==> src/rtl/n1_pkg.sv <==
// Shared definitions for the n1 core and its program loader.
package n1_pkg;

  localparam int RAM_WORDS_DEF = 127;

  typedef enum logic [2:0] {
    IDLE,
    LEN,
    HI,
    LO,
    WR,
    CSUM,
    DONE,
    ERR
  } loader_state_e;

  localparam logic [1:0] ERR_NONE = 2'd0;
  localparam logic [1:0] ERR_LEN  = 2'd1;
  localparam logic [1:0] ERR_CSUM = 2'd2;

endpackage

==> src/rtl/n1_prog_loader.sv <==
// Framed byte-stream loader: length, big-endian word pairs, XOR checksum,
// written sequentially into the n1 program RAM.
module n1_prog_loader
  import n1_pkg::*;
#(
  parameter int RAM_WORDS = RAM_WORDS_DEF,
  parameter int ADDR_W    = 7
) (
  input  logic              clk,
  input  logic              rst_n,
  input  logic              start,
  input  logic              abort,
  input  logic [7:0]        byte_in,
  input  logic              byte_valid,
  output logic              byte_ready,
  output logic              mem_wr_en,
  output logic [ADDR_W-1:0] mem_wr_addr,
  output logic [15:0]       mem_wr_data,
  input  logic              mem_wr_ready,
  output logic              busy,
  output logic              done,
  output logic              error,
  output logic [1:0]        err_code,
  output logic [ADDR_W:0]   words_loaded
);

  localparam logic [ADDR_W-1:0] ADDR_ONE = 1;
  localparam logic [ADDR_W:0]   WORD_ONE = 1;

  loader_state_e     state_reg, state_next;
  logic [7:0]        count_reg;
  logic [ADDR_W-1:0] addr_reg;
  logic [7:0]        csum_reg;
  logic [7:0]        hi_reg;
  logic [ADDR_W-1:0] wr_addr_reg;
  logic [15:0]       wr_data_reg;
  logic [1:0]        err_code_reg;
  logic [ADDR_W:0]   words_loaded_reg;

  logic accept;
  logic len_bad;
  logic last_word;

  assign accept    = byte_valid & byte_ready;
  assign len_bad   = (byte_in == 8'd0) || ({24'd0, byte_in} > RAM_WORDS);
  assign last_word = ({{(31-ADDR_W){1'b0}}, words_loaded_reg} + 32'd1) == {24'd0, count_reg};

  always_ff @(posedge clk or negedge rst_n) begin
    if (!rst_n) state_reg <= IDLE;
    else        state_reg <= state_next;
  end

  always_comb begin
    state_next = state_reg;
    if (abort) begin
      state_next = IDLE;
    end else begin
      case (state_reg)
        IDLE, DONE, ERR: if (start) state_next = LEN;
        LEN:  if (accept) state_next = len_bad ? ERR : HI;
        HI:   if (accept) state_next = LO;
        LO:   if (accept) state_next = WR;
        WR:   if (mem_wr_ready) state_next = last_word ? CSUM : HI;
        CSUM: if (accept) state_next = (byte_in == csum_reg) ? DONE : ERR;
        default: state_next = IDLE;
      endcase
    end
  end

  // Every status output is a pure decode of the state register.
  always_comb begin
    byte_ready = 1'b0;
    mem_wr_en  = 1'b0;
    busy       = 1'b0;
    done       = 1'b0;
    error      = 1'b0;
    case (state_reg)
      LEN, HI, LO, CSUM: begin
        byte_ready = 1'b1;
        busy       = 1'b1;
      end
      WR: begin
        mem_wr_en = 1'b1;
        busy      = 1'b1;
      end
      DONE:    done  = 1'b1;
      ERR:     error = 1'b1;
      default: ;
    endcase
  end

  always_ff @(posedge clk or negedge rst_n) begin
    if (!rst_n) begin
      count_reg        <= '0;
      addr_reg         <= '0;
      csum_reg         <= '0;
      hi_reg           <= '0;
      wr_addr_reg      <= '0;
      wr_data_reg      <= '0;
      err_code_reg     <= ERR_NONE;
      words_loaded_reg <= '0;
    end else if (abort) begin
      err_code_reg <= ERR_NONE;
    end else begin
      case (state_reg)
        LEN: if (accept) begin
          if (len_bad) begin
            err_code_reg <= ERR_LEN;
          end else begin
            count_reg        <= byte_in;
            addr_reg         <= '0;
            csum_reg         <= '0;
            words_loaded_reg <= '0;
          end
        end
        HI: if (accept) begin
          hi_reg   <= byte_in;
          csum_reg <= csum_reg ^ byte_in;
        end
        LO: if (accept) begin
          wr_data_reg <= {hi_reg, byte_in};
          wr_addr_reg <= addr_reg;
          csum_reg    <= csum_reg ^ byte_in;
        end
        WR: if (mem_wr_ready) begin
          addr_reg         <= addr_reg + ADDR_ONE;
          words_loaded_reg <= words_loaded_reg + WORD_ONE;
        end
        CSUM: if (accept && byte_in != csum_reg) err_code_reg <= ERR_CSUM;
        DONE, ERR: if (start) begin
          err_code_reg     <= ERR_NONE;
          words_loaded_reg <= '0;
        end
        default: ;
      endcase
    end
  end

  assign mem_wr_addr  = wr_addr_reg;
  assign mem_wr_data  = wr_data_reg;
  assign err_code     = err_code_reg;
  assign words_loaded = words_loaded_reg;

endmodule

==> config.mk <==
export PLATFORM = sky130hd
export DESIGN_NAME = n1_prog_loader
export DESIGN_NICKNAME = d
export VERILOG_FILES = /design/src/rtl/n1_pkg.sv /design/src/rtl/n1_prog_loader.sv
export SDC_FILE = /design/constraint.sdc
export NUM_CORES = 1
export LEC_CHECK = 0
export CORE_MARGIN = 4
export CORE_UTILIZATION = 51
export CTS_BUF_LIST = sky130_fd_sc_hd__clkbuf_4
export DETAILED_ROUTE_END_ITERATION = 16
export GPL_TIMING_DRIVEN = 0
export PLACE_DENSITY = 0.83
export SLEW_MARGIN = 20
export SYNTH_ARGS = -nofsm -noshare
export SYNTH_HDL_FRONTEND = slang
export SYNTH_SLANG_ARGS = --single-unit
==> constraint.sdc <==
create_clock -name clk -period 1.7 [get_ports clk]
set_input_delay 0.425 -clock clk [delete_from_list [all_inputs] [get_ports clk]]
set_output_delay 0.425 -clock clk [all_outputs]
set_load 0.01 [all_outputs]
==> impl_metrics.ini <==
[synth]
ys.flop_type = dfrtp_1
yosysWarnings = 0
synth.most_common_cell = dfrtp_1
synth_seq_cells = 67
synth.distinct_cells = 52
synth_top_area_share_pct = 48.2
synth_area_per_cell_um2 = 10.7
syn_area_mm2 = 0.00348
yosys-top-cells-count = dfrtp_1 (67), mux2_2 (38), o21ai_0 (28)
seq_area_frac_synth_pct = 48.2
netlist_top_cells_area = dfrtp_1 (48%), mux2_2 (12%), o21ai_0 (4.0%), xnor2_1 (3.3%), nor2_1 (2.4%)
syn_nets = 340
synth-async-reset-ratio_pct = 100
synth_cells = 324
yosys.area.top_type = dfrtp_1
synth-edff-count = 0

[floorplan]
floorplan.initialDensity_pct = 53.5
die_area_mm2 = 0.00820
die_h_um = 90.6
core_mm2 = 0.00649
rows = 29
io_pins = 52
fp.dieW_um = 90.6

[finish]
drive_gt1_share_pct = 45.4
n_fill_cell = 354
design_area_mm2 = 0.00528
syn2layout_area_growth_pct = 52.0
largest_register_ffs = 16
nets = 456
antenna_cells = 0
post-route-util_pct = 81.4
seq_area_mm2 = 0.00168
multiInputGateArea_mm2 = 0.00214

[placement]
pre_cts_slack_ps = -973
dpl.hpwl_mm = 5.83
port_buffers = 49
place_area_mm2 = 0.00415
gp_congestion = 0.888

[clock_tree]
h-tree-depth = 3
cts.sinks = 67
cts.clk_slew.worst_paths_ps = 130
clock_latency_ps = 420
cts_buffers = 9
cts_tree = done
root_buffer = clkbuf_4
clk_path_buf_depth = 2

[drt]
vias_per_cell = 6.35
dr.pass1.iters = 7
wl_per_cell_um = 21.9
wirelength_mm = 11.5
drt_iter0_drc = 365
drtAntennaViolNets = 0
vias = 3317
drc = 0

[job]
maxCapViolCount = 0

[critical_path]
cp.required_ps = 1270
worstPathCellList = buf_8 -> clkbuf_16 -> clkinvlp_4 -> a21boi_4 -> buf_6
crit_fanout = 6
end_kind = output pin
worstSetupStartpointType = register
critPathKind = register to output pin
slowest_delay_ps = 380
cpMaxStageDelayCell = dfrtp_1
arrival_ps = 1550
cp_top_family = buffers and inverters
critPathBufInv = 4

[sta]
timing.final.crit_share_pct = 116
drv_slew = 0
setup_slack_ps = -271
finClkSkew_ps = 15.6
min_period_ps = 1970
rsz0062_at_grt = yes
max_slew_margin_pct = 49.0
finalHoldViolCount = 0
max_freq_mhz = 507
worstMarginPinSlew_ps = 766
setup_violations = 54

[status]
violations = setup timing
outcome = finished, violations left

[grt]
grt_start_max_net_pins = 54
gr-total-overflow = 0
grt_pass1_vias = 3308
antenna_found_initial = 0
grt_usage_pct = 26.3
grt_pass1_wl_mm = 17.0

[power]
ir_drop_mv = 1.06
p_per_area_mw_per_mm2 = 1220
leakage_nw = 2.55

[worst_hold_path]
hold_class = input port to register
-- area by class of cell --
class	instances	share of cell area (%)
Sequential cell	67	31.8
Clock inverter	7	1.87
Inverter	7	0.758
Buffer	16	3.58
Timing Repair Buffer	104	18.4
Multi-Input combinational cell	235	40.5
Tap cell	77	1.82
Clock buffer	9	1.28
-- kinds of logic after synthesis --
family,synth area share [%]
AND/OR/NAND/NOR,15.9
AO/OA/AOI/OAI,15.0
flip-flops,48.2
multiplexers,12.3
buffers and inverters,2.91
XOR/XNOR,4.93
adder cells (fa/ha/maj),0.720
-- layer usage --
layer / share of wire, % / GRT usage [%]
met2: 49 / 44.3
met3: 8.4 / 6.58
met1: 39 / 31.0
met4: 4.1 / 13.4
met5: 0 / 0
-- metrics by stage --
stage	setup TNS [ps]	power, mW	hold WS, ps	instances
finish	-8960	6.45	384	522
global route	-11080	6.77	355	522
CTS	-3980	6.08	382	515
detailed placement	-49950	4.37	303	451
global placement	-181440	4.27	464	450
floorplan	-87.6	3.53	129	324
-- placed cells by master (no fill, tap or decap), types with 4 or more instances in the layout --
cell type,count
clkbuf_2,5
nand3_1,10
nor2_1,16
nand4_1,7
and2_1,4
xnor2_1,12
o21ai_2,10
and3_1,4
a22o_1,8
dfrtp_1,63
buf_6,21
dlygate4sd2_1,34
mux2_2,28
buf_8,5
a21oi_2,4
buf_4,36
nand2_1,8
o21ai_0,14
mux2_4,10
nor2_4,4
dfrtp_2,4
clkbuf_4,9
nor3_4,4
buf_2,6
o21ai_1,5
nor2b_1,12
xor2_1,4
-- power by group --
part           internal (mW)  leakage [nW]  switching, mW
Combinational           1.45          1.58           1.34
Clock                  0.606        0.0869          0.650
Sequential              2.06         0.886          0.345
-- repair_timing --
action                                  in CTS  in global routing
buffers inserted                            45                  9
endpoints found under the setup margin     105                 61
gates cloned                                 2                  1
hold buffers                                 1                  0
endpoints found under the hold margin       14                  0
pin swaps                                   25                 26
gates resized for setup                    168                 63
-- path summary, 6_finish.rpt --
kind                                               start                          end  slack, ps  cells past startpoint
worst max-delay path            state_reg[1]$_DFFE_PN0P_                         busy       -270                      5
worst min-delay path                          byte_in[5]     count_reg[5]$_DFFE_PN0P_        380                      2
worst max register to register  state_reg[1]$_DFFE_PN0P_        hi_reg[5]$_DFFE_PN0P_       -260                      7
worst min register to register   err_code[1]$_DFFE_PN0P_      err_code[1]$_DFFE_PN0P_        500                      1
max in group asynchronous                          rst_n      err_code[0]$_DFFE_PN0P_        780                      3
min in group asynchronous                          rst_n  words_loaded[1]$_DFFE_PN0P_        390                      2
(Power assumes the default switching activity.)
